[src/rtl/mem_arbiter.sv]
// Two-port arbiter/sequencer for the shared 4 KB big-endian word memory: IDLE -> ACC -> DONE, ack in DONE.
// Build option MEM_ARB_ROUND_ROBIN_EN selects round-robin tie breaking; otherwise port 0 has fixed priority.
module mem_arbiter #(
  parameter int ADDR_W = 12,
  parameter int DATA_W = 16
) (
  input  logic              clock,
  input  logic              reset,
  input  logic              req0,
  input  logic              req1,
  input  logic              we0,
  input  logic              we1,
  input  logic [ADDR_W-1:0] addr0,
  input  logic [ADDR_W-1:0] addr1,
  input  logic [DATA_W-1:0] wdata0,
  input  logic [DATA_W-1:0] wdata1,
  output logic              ack0,
  output logic              ack1,
  output logic              err0,
  output logic              err1,
  output logic [DATA_W-1:0] rdata0,
  output logic [DATA_W-1:0] rdata1,
  output logic              mem_w,
  output logic [ADDR_W-1:0] mem_addr,
  output logic [DATA_W-1:0] mem_wdata,
  input  logic [DATA_W-1:0] mem_rdata,
  output logic              busy,
  output logic              owner
);

  typedef enum logic [1:0] {IDLE, ACC, DONE} state_t;

  state_t            state;
  logic              we_q;
  logic              win;
  logic              w_we;
  logic [ADDR_W-1:0] w_addr;
  logic [DATA_W-1:0] w_wdata;
  logic              w_bad;

`ifdef MEM_ARB_ROUND_ROBIN_EN
  // Separate from owner so that port 0 takes the first tie after reset.
  logic rr_last;
  always_comb win = (req0 & req1) ? ~rr_last : req1;
`else
  always_comb win = ~req0;
`endif

  always_comb begin
    w_we    = win ? we1    : we0;
    w_addr  = win ? addr1  : addr0;
    w_wdata = win ? wdata1 : wdata0;
    // The last byte cannot hold a whole word.
    w_bad   = (w_addr == {ADDR_W{1'b1}});
  end

  always_ff @(posedge clock or negedge reset) begin
    if (!reset) begin
      state     <= IDLE;
      we_q      <= 1'b0;
      ack0      <= 1'b0;
      ack1      <= 1'b0;
      err0      <= 1'b0;
      err1      <= 1'b0;
      rdata0    <= '0;
      rdata1    <= '0;
      mem_w     <= 1'b0;
      mem_addr  <= '0;
      mem_wdata <= '0;
      busy      <= 1'b0;
      owner     <= 1'b0;
`ifdef MEM_ARB_ROUND_ROBIN_EN
      rr_last   <= 1'b1;
`endif
    end else begin
      ack0 <= 1'b0;
      ack1 <= 1'b0;
      err0 <= 1'b0;
      err1 <= 1'b0;
      case (state)
        IDLE: begin
          if (req0 | req1) begin
            owner     <= win;
            we_q      <= w_we;
            mem_addr  <= w_addr;
            mem_wdata <= w_wdata;
            busy      <= 1'b1;
`ifdef MEM_ARB_ROUND_ROBIN_EN
            rr_last   <= win;
`endif
            if (w_bad) begin
              state <= DONE;
              if (win) begin
                ack1 <= 1'b1;
                err1 <= 1'b1;
                if (!w_we) rdata1 <= '0;
              end else begin
                ack0 <= 1'b1;
                err0 <= 1'b1;
                if (!w_we) rdata0 <= '0;
              end
            end else begin
              state <= ACC;
              mem_w <= w_we;
            end
          end
        end
        ACC: begin
          state <= DONE;
          mem_w <= 1'b0;
          if (owner) begin
            ack1 <= 1'b1;
            if (!we_q) rdata1 <= mem_rdata;
          end else begin
            ack0 <= 1'b1;
            if (!we_q) rdata0 <= mem_rdata;
          end
        end
        DONE: begin
          state <= IDLE;
          busy  <= 1'b0;
        end
        default: begin
          state <= IDLE;
          mem_w <= 1'b0;
          busy  <= 1'b0;
        end
      endcase
    end
  end

endmodule

[config.mk]
export PLATFORM = sky130hd
export DESIGN_NAME = mem_arbiter
export DESIGN_NICKNAME = d
export VERILOG_FILES = /design/src/rtl/mem_arbiter.sv
export SDC_FILE = /design/constraint.sdc
export NUM_CORES = 1
export LEC_CHECK = 0
export ABC_CLOCK_PERIOD_IN_PS = 2500
export CORE_UTILIZATION = 43
export CTS_BUF_LIST = sky130_fd_sc_hd__clkbuf_8
export DETAILED_ROUTE_END_ITERATION = 6
export PLACE_DENSITY = 0.94
export SLEW_MARGIN = 0
export SYNTH_ARGS = -nofsm -noshare
export SYNTH_HDL_FRONTEND = slang
export SYNTH_SLANG_ARGS = --single-unit
[constraint.sdc]
create_clock -name clock -period 2.5 [get_ports clock]
set_input_delay 0.5 -clock clock [delete_from_list [all_inputs] [get_ports clock]]
set_output_delay 0.5 -clock clock [all_outputs]
set_load 0.05 [all_outputs]
==> run summary <==
RSZ-0062 raised after global routing: false
H-tree Lvls: 3
Area grow syn2layout: 55.5%
Sequential share of power: 30.3%
CP Capture Type: register
Fmax: 461 MHz
DRT met1 WL: 3380 um
Count of cell types in the netlist: 34
WL met3: 653 um
HP Class: input pin to asynchronous set/reset pin
Net Switching: 2910 uW
Clock Latency Late Sink: 0.33 ns
DP HPWL: 6680 um
Core Area: 6940 um^2
Share of cells above drive strength 1: 12.2%
Worst Tran Pin Value: 0.827 ns
Req. time, crit path: 2.71 ns
Synth area leader: dfrtp_1
Critical path class: input pin to register
Port bufs: 144
Wire per inst: 16.3 um
Horiz. Die Dim: 87.7 um
Syn_nets: 349
DIE AREA: 7690 um^2
Initial antenna violation count: 0
Final #Nets: 498
Setup TNS Final: 0 ns
# hold bufs at CTS: 0
Max-slew violation count: 0
Hold Fails Final Rpt: 0
CTS tree: done
Max Cap Viol: 0
Clk slew on worst S/H paths: 0.07 ns
Crit. Startpoint: addr0[11]
Clock Power Share: 12.6%
Fillers: 498
Grt ovf: 0
Largest stage delay, worst path: 0.49 ns
Clock Tree Buf Depth: 2
Synth Area per Inst: 11.7 um^2
CTS sink count: 70
DRC Markers: 0
Internal power: 3170 uW
Post_cts resized: 0
Largest net degree at the start of global routing: 57
# diodes: 0
DIE HEIGHT: 87.7 um
Mapped cell area: 3160 um^2
First-pass GRT wire length: 13300 um
Rel. slew slack: 44.8%
Pleak: 0.00230 uW
Initial DRC Count: 102
CP max-delay cell: clkdlybuf4s50_1
Reg-to-reg startpoint: state[0]
Final setup vio count: 0
Seq/Total Area, Yosys: 55.5%
Minimum clock period: 2.17 ns
Antenna-violating nets left: 0
Crit path DAT: 2.38 ns
Crit-path max FO: 16
Via count: 2666
Largest cells by area after synthesis: dfrtp_1 55%, mux2i_1 8.2%, mux2_4 4.8%
Status: completed
Gate power share: 57.1%
Synth async-reset ratio: 100%
Pre-antenna DRT Iters: 4
GRT Total Usage: 23.2%
Vias in the first global route: 2732
Mapped Cells: 271
Worst IR drop on VDD: 0.000699 V
Cell area after layout: 4910 um^2
TritonCTS buffer count: 9
Skew final: 0.00485 ns
Initial core utilization: 45.5%
PwrDens: 1240 nW/um^2
Main flop type after synthesis: dfrtp_1
Seq cells post-synth: 70
Post-synth EDFFs: 0
Met2 wire len: 4250 um
DR top layer: met4
Ports: 145
Vias per cell: 5.12
Placement Cell Area: 4740 um^2
Final wirelength: 8480 um
Postcts setup bufs: 0
Sw Ratio: 47.8%
Worst path cell trace: clkdlybuf4s50_1 > nand3_1 > o221a_1 > nor4b_2 > o21ai_2 > buf_12 > mux2_4
Post-synth top area share: 55.5%
CTS Root Cell: clkbuf_8
Tcrit/Tclk final: 86.8%
Startpoint Class: input pin
Synth warn: 0
Row cnt: 30
GPL Wtd Cong: 0.762
-- kinds of logic after synthesis --
| group | Yosys count | synth area share, % |
|---|---|---|
| simple gates | 80 | 12.4 |
| mux | 58 | 20.8 |
| compound gates | 45 | 8.64 |
| buf+inv | 18 | 2.61 |
| flops | 70 | 55.5 |
-- Yosys cell counts, types with 3 or more instances --
cell	n
a21oi_1	3
a31oi_1	3
and3_1	16
clkbuf_1	12
dfrtp_1	70
inv_1	3
mux2_1	10
mux2_2	12
mux2_4	10
mux2i_1	26
nand2_1	31
nand2b_1	4
nand3_1	7
nor2_1	14
o21ai_0	27
-- power groups by stage --
stage	logic (uW)	clock network, uW	registers, uW
after floorplan	794	0	3260
after global routing	3650	846	1890
after detailed placement	3480	0	1860
final	3470	768	1840
after CTS	3490	788	1840
after global placement	3400	0	1830
-- layout make-up --
type	count	area (um^2)	share of cell area [%]
Clock inverter	6	30.0	0.611
Inverter	3	11.3	0.229
Sequential cell	70	1750	35.7
Multi-Input combinational cell	183	1320	27.0
Clock buffer	10	138	2.80
Tap cell	96	120	2.45
Timing Repair Buffer	153	1540	31.3
-- routing by layer --
metal | track usage [%] | vias to the layer above
met5 | 0 | -
met4 | 11.2 | 0
met3 | 6.88 | 19
met2 | 40.7 | 132
met1 | 25.9 | 1257
li1 | - | 1258
-- state kept, by name, summed over array words and instances, names as in the netlist --
name       cells
rdata0        16
ack0           1
owner          1
mem_addr      12
state          2
err0           1
err1           1
we_q           1
ack1           1
mem_w          1
busy           1
rdata1        16
mem_wdata     16
-- worst max-delay path: cells and delay by family --
family          cells  cell delay (ns)
compound gates      2             0.43
buf+inv             2             0.67
mux                 1             0.30
simple gates        2             0.47
-- through the flow --
step                cells  total power (uW)  worst slack [ns]  util [%]  hold WS (ns)
floorplan             271              4060             0.421         -         0.204
global placement      505              5240            0.0700      68.3         0.462
detailed placement    505              5340            0.0162      68.3         0.471
CTS                   521              6120             0.368      70.7         0.283
global route          521              6390             0.332      70.7         0.311
finish                521              6080             0.329      70.7         0.266
-- worst paths after layout --
path | to | slack [ns] | cells past startpoint
max | rdata1[7] | 0.33 | 7
min | rdata0[14] | 0.27 | 1
max reg2reg | rdata1[7] | 0.57 | 6
min reg2reg | mem_wdata[15] | 0.48 | 2
max in group asynchronous | state[1] | 1.58 | 2
min in group clock | mem_wdata[15] | 0.48 | 2
-- cell usage in the layout (no fill, tap or decap), types with 2 or more instances in the layout --
cell type / synthesis / layout
a21o_1: 2 / 2
a21oi_1: 3 / 3
a31oi_1: 3 / 3
and3_1: 16 / 16
buf_12: 0 / 3
buf_2: 0 / 2
buf_4: 2 / 6
clkbuf_8: 0 / 10
clkdlybuf4s50_1: 0 / 142
clkinv_2: 0 / 3
dfrtp_1: 70 / 70
inv_1: 3 / 5
mux2_1: 10 / 10
mux2_2: 12 / 12
mux2_4: 10 / 10
mux2i_1: 26 / 26
nand2_1: 31 / 31
nand2b_1: 4 / 4
nand3_1: 7 / 7
nor2_1: 14 / 14
nor3_1: 2 / 2
o21ai_0: 27 / 27
o21ai_2: 2 / 2
No activity file was read; power rests on OpenSTA's default activity.
